<file path="config.mk">
export PLATFORM = sky130hd
export DESIGN_NAME = wishbone_fifo_device
export DESIGN_NICKNAME = d
export VERILOG_FILES = /design/src/rtl/wishbone_fifo_device.sv
export SDC_FILE = /design/constraint.sdc
export NUM_CORES = 1
export LEC_CHECK = 0
export CORE_ASPECT_RATIO = 0.6
export CORE_MARGIN = 2
export CORE_UTILIZATION = 40
export CTS_CLUSTER_DIAMETER = 120
export DETAILED_ROUTE_END_ITERATION = 12
export HOLD_SLACK_MARGIN = 0.1
export PLACE_DENSITY = 0.63
export SETUP_SLACK_MARGIN = 0.2
export SLEW_MARGIN = 5
export SYNTH_ARGS = -nofsm -noshare
export SYNTH_HDL_FRONTEND = slang
export SYNTH_SLANG_ARGS = --single-unit
</file>
<file path="constraint.sdc">
create_clock -name clk_i -period 3.1 [get_ports clk_i]
set_input_delay 0.62 -clock clk_i [delete_from_list [all_inputs] [get_ports clk_i]]
set_output_delay 0.62 -clock clk_i [all_outputs]
set_load 0.02 [all_outputs]
</file>
<file path="src/rtl/wishbone_fifo_device.sv">
// Wishbone classic device wrapping a FIFO: writes push, reads pop.
// Full/empty terminate with rty_o or err_o. Responses are registered, with optional wait states.
module wishbone_fifo_device #(
  parameter int unsigned DAT_WIDTH   = 8,
  parameter int unsigned DEPTH       = 16,
  parameter int unsigned WAIT_STATES = 0,
  parameter int unsigned FULL_IS_ERR = 0
) (
  input  logic                   clk_i,
  input  logic                   rst_i,
  input  logic                   cyc_i,
  input  logic                   stb_i,
  input  logic                   we_i,
  input  logic [DAT_WIDTH-1:0]   dat_i,
  output logic                   ack_o,
  output logic                   err_o,
  output logic                   rty_o,
  output logic [DAT_WIDTH-1:0]   dat_o,
  output logic [$clog2(DEPTH):0] level_o,
  output logic                   full_o,
  output logic                   empty_o
);

  localparam int unsigned PW = $clog2(DEPTH);
  localparam int unsigned LW = PW + 1;
  localparam logic [LW-1:0] LevelFull = LW'(DEPTH);
  localparam logic [3:0] CntInit = (WAIT_STATES == 0) ? 4'd0 : 4'(WAIT_STATES - 1);
  localparam bit UseErr = (FULL_IS_ERR != 0);

  typedef enum logic [1:0] {StIdle, StWait, StResp} state_e;

  state_e               r_state, w_state_next;
  logic [3:0]           r_cnt, w_cnt_next;
  logic                 r_we, w_we_next;
  logic                 r_ack, r_err, r_rty;
  logic                 w_ack_next, w_err_next, w_rty_next;
  logic [DAT_WIDTH-1:0] r_mem [DEPTH];
  logic [PW-1:0]        r_wr_ptr, r_rd_ptr;
  logic [LW-1:0]        r_level;
  logic                 w_req, w_enter, w_ok, w_full, w_empty, w_push, w_pop;

  assign w_req   = cyc_i & stb_i;
  assign w_full  = (r_level == LevelFull);
  assign w_empty = (r_level == '0);
  // r_ack is only ever high during the single RESP cycle.
  assign w_push  = r_ack & r_we;
  assign w_pop   = r_ack & ~r_we;

  always_comb begin
    w_state_next = r_state;
    w_cnt_next   = r_cnt;
    w_we_next    = r_we;
    w_enter      = 1'b0;
    case (r_state)
      StIdle: begin
        if (w_req) begin
          w_we_next = we_i;
          if (WAIT_STATES == 0) begin
            w_enter = 1'b1;
          end else begin
            w_state_next = StWait;
            w_cnt_next   = CntInit;
          end
        end
      end
      StWait: begin
        if (!w_req) begin
          w_state_next = StIdle;
        end else if (r_cnt == 4'd0) begin
          w_enter = 1'b1;
        end else begin
          w_cnt_next = r_cnt - 4'd1;
        end
      end
      StResp:  w_state_next = StIdle;
      default: w_state_next = StIdle;
    endcase
    if (w_enter) begin
      w_state_next = StResp;
    end
    // Termination is decided from the registered level as RESP is entered.
    w_ok       = w_we_next ? ~w_full : ~w_empty;
    w_ack_next = w_enter & w_ok;
    w_err_next = w_enter & ~w_ok & UseErr;
    w_rty_next = w_enter & ~w_ok & ~UseErr;
  end

  always_ff @(posedge clk_i) begin
    if (rst_i) begin
      r_state  <= StIdle;
      r_cnt    <= 4'd0;
      r_we     <= 1'b0;
      r_ack    <= 1'b0;
      r_err    <= 1'b0;
      r_rty    <= 1'b0;
      r_wr_ptr <= '0;
      r_rd_ptr <= '0;
      r_level  <= '0;
    end else begin
      r_state <= w_state_next;
      r_cnt   <= w_cnt_next;
      r_we    <= w_we_next;
      r_ack   <= w_ack_next;
      r_err   <= w_err_next;
      r_rty   <= w_rty_next;
      if (w_push) begin
        r_wr_ptr <= r_wr_ptr + PW'(1);
        r_level  <= r_level + LW'(1);
      end else if (w_pop) begin
        r_rd_ptr <= r_rd_ptr + PW'(1);
        r_level  <= r_level - LW'(1);
      end
    end
  end

  always_ff @(posedge clk_i) begin
    if (!rst_i && w_push) begin
      r_mem[r_wr_ptr] <= dat_i;
    end
  end

  assign ack_o   = r_ack;
  assign err_o   = r_err;
  assign rty_o   = r_rty;
  assign dat_o   = w_pop ? r_mem[r_rd_ptr] : '0;
  assign level_o = r_level;
  assign full_o  = w_full;
  assign empty_o = w_empty;

endmodule

</file>
==> metrics <==
Root Driver=clkbuf_16; worst vdd ir=0.256 mV; number of global-route vias before repair=3315; CTS tree=done; Internal=0.00332 W; largest net degree at the start of global routing=25; FF+latch count, synth=149; Final Net Count=466; share of the synthesized area in the top cell type=a little under two thirds; vias per inst=5.01; Slowest cell on crit path=mux4_1; final hold vios=0; Min Hold Slack=roughly 0.51 ns; Initial Util=between 40% and 50%; Synth area leaders=edfxtp_1 (64%), mux2i_1 (9.1%), dfxtp_1 (7.0%); Setup-failing EPs final=0; placed cells=615; Clock power frac=44.0%; Mapped Cells=~380; Max FO, Critical Path=8; CTS Hold Buffers Added=0; Total Routing Usage GR=16.2%; delay of the slowest cell on the worst path=around 0.6 ns; crit path cell chain=buf_12, mux4_1, o2111ai_2, a21oi_1, clkdlybuf4s15_1; final wirelength=12.1 mm; initial DRC count=249; critical path class=reg2out; fraction of layout cells with a size suffix above 1=17.5%; CP startpoint kind=flip-flop; mapped cell area=6040 um2; sequential fraction of design power=51.2%; Syn Area/Cell=15.9 um2; crit share post-route=about nine tenths; Max Cap Viol=0; initial antenna violation count=0; Peak Freq=0.357 GHz; port buffer count=29; Worst Hold Depth=2; fill cell total of the finished layout=1240; Routed wire per std cell=18.5 um; Die W=163 um; Slew HR=56.8%; Inserted Clock Buffers=17; Clock Path Buffers=2; Switching Share=22.6%; first-pass GRT wire length=18.9 mm; Synthesized Nets=401; FP Rows=34; fin crit period=2.80 ns; Power per Cell Area=approximately 590 nW/um2; Synth area leader=edfxtp_1; Comb pwr share=4.8%; crit path capture type=output pin; Post-Route Setup TNS=0 ns; H-tree Lvls=4; drt drc=0; CTS clock-pin slew for the worst setup and hold paths=0.06 ns; latest clock arrival within the worst-skew pair=0.42 ns; n_diodes=0; Slew @ Worst Pin=roughly 0.65 ns; Final Skew=0.0121 ns; Core ar.=14600 um2; Netlist cell types=40; routability congestion estimate=between 0.7 and 0.8; status=finished, final reports clean; Final HPWL DP=~8.4 mm; unrepaired setup endpoints after global routing=no; vias=~3.3k; EDFF count, synth=128; Pins Over Slew Limit=0; Hold Path Class=reg2reg; Area Growth Syn to Fin=20.2%; WP data arrival=2.18 ns; Ports=31; worst reg-to-reg path cell count=7; ys async rst share=0%; synth warn=0; First-pass DRT Iterations=4; fin cells=655; leakage=2.39 nW; Synth Flop Type=edfxtp_1; Die Area=roughly 16000 um2; Die H=99.2 um; CTS Sinks=between 100 and 150; ANT nets after route=0; Seq/Total Area, Yosys=70.6%; worst endpoint required time=2.48 ns; total gr overflow=0; Switch Pwr=0.000969 W
## timing repair
item	in CTS	in global routing
pin swaps	0	0
setup endpoints to repair	8	6
resized for setup	11	9
buffers inserted	8	0
## worst paths after layout
kind | endpoint | from | slack (ns)
min | r_rd_ptr[1] | r_rd_ptr[1] | 0.51
max | dat_o[3] | flip-flop | 0.30
max reg2reg | level_o[4] | ack_o | 0.70
min reg2reg | r_rd_ptr[1] | r_rd_ptr[1] | 0.51
## metrics by stage
step	cell area [um2]	utilization [%]	setup WS [ns]	power, W
5_1_grt	7250	49.6	0.206	0.00442
4_1_cts	7240	49.5	0.225	0.00433
6_report	7250	49.6	0.298	0.00429
3_5_place_dp	6630	45.3	0.263	0.00243
2_1_floorplan	6040	-	0.712	0.00236
3_3_place_gp	6630	45.3	0.266	0.00243
## registers in the layout, summed over array words and instances (netlist names), named ones only
name,count
r_state,1
r_rd_ptr,4
ack_o,1
rty_o,1
r_mem,128
level_o,5
r_we,1
r_wr_ptr,4
## area by class of cell
type | count | area [um2] | area share, %
tap | 198 | 248 | 3.41
multi-input combinational | 208 | 1610 | 22.2
sequential | 149 | 4270 | 58.8
clock inverter | 15 | 124 | 1.71
clock buffer | 17 | 425 | 5.86
timing repair buffer | 64 | 563 | 7.76
inverter | 4 | 15.0 | 0.207
## cell usage in the layout, fill, tap and decap left out, drive strengths merged, types with 2 or more instances in the layout
cell	Yosys	routed
edfxtp	128	128
mux2i	55	55
nor2	36	36
buf	15	35
a22oi	26	26
nand2	23	23
clkdlybuf4s50	0	21
dfxtp	21	21
clkbuf	3	19
inv	4	9
ha	8	8
clkinv	0	6
mux4	6	6
a21oi	5	5
xnor2	5	5
xor2	5	5
o22ai	4	4
o21ai	4	4
clkinvlp	0	4
dlygate4sd2	0	4
nor2b	4	4
and2	3	3
nand2b	3	3
nand3	3	3
nand3b	2	2
a21o	2	2
a211oi	2	2
nand4	2	2
clkdlybuf4s15	0	2
## cell usage after synthesis (4+ instances only)
| cell type | count |
|---|---|
| edfxtp_1 | 128 |
| mux2i_1 | 55 |
| nor2_1 | 36 |
| a22oi_1 | 26 |
| nand2_1 | 23 |
| dfxtp_1 | 21 |
| ha_1 | 8 |
| a21oi_1 | 5 |
| buf_2 | 5 |
| xnor2_1 | 5 |
| xor2_1 | 5 |
| inv_1 | 4 |
| mux4_2 | 4 |
| nor2b_1 | 4 |
| o21ai_1 | 4 |
| o22ai_1 | 4 |
## critical path, delay by kind of cell (launching register included)
kind                   cells  cell delay (ns)
multiplexers               1             0.60
AO/OA/AOI/OAI              2             0.29
buffers and inverters      2             0.44
flip-flops                 1             0.42
## kinds of logic (layout without fill, tap and decap cells)
logic type	after synthesis	count (layout)	share of synthesized area [%]
buf+inv	22	100	3.03
flops	149	149	70.6
fa+ha+maj	9	9	1.99
compound gates	46	46	5.31
simple gates	80	80	5.85
mux	62	62	11.7
xor+xnor	10	10	1.45
other cells	1	1	0.0621
## layer usage
layer	GRT usage [%]	part of all wire, %	up-vias
li1	-	-	1573
met1	24.7	49	1608
met2	22.6	42	94
met3	4.42	8.5	8
met4	4.97	0.77	0
met5	0	0	-
## power groups by stage
stage	Sequential, W	Combinational (W)	Clock (W)
floorplan	0.00224	0.000124	0
global placement	0.00224	0.000189	0
detailed placement	0.00224	0.000193	0
CTS	0.00219	0.000207	0.00192
global route	0.00220	0.000225	0.00200
finish	0.00219	0.000207	0.00189
No activity file was read; power rests on OpenSTA's default activity.
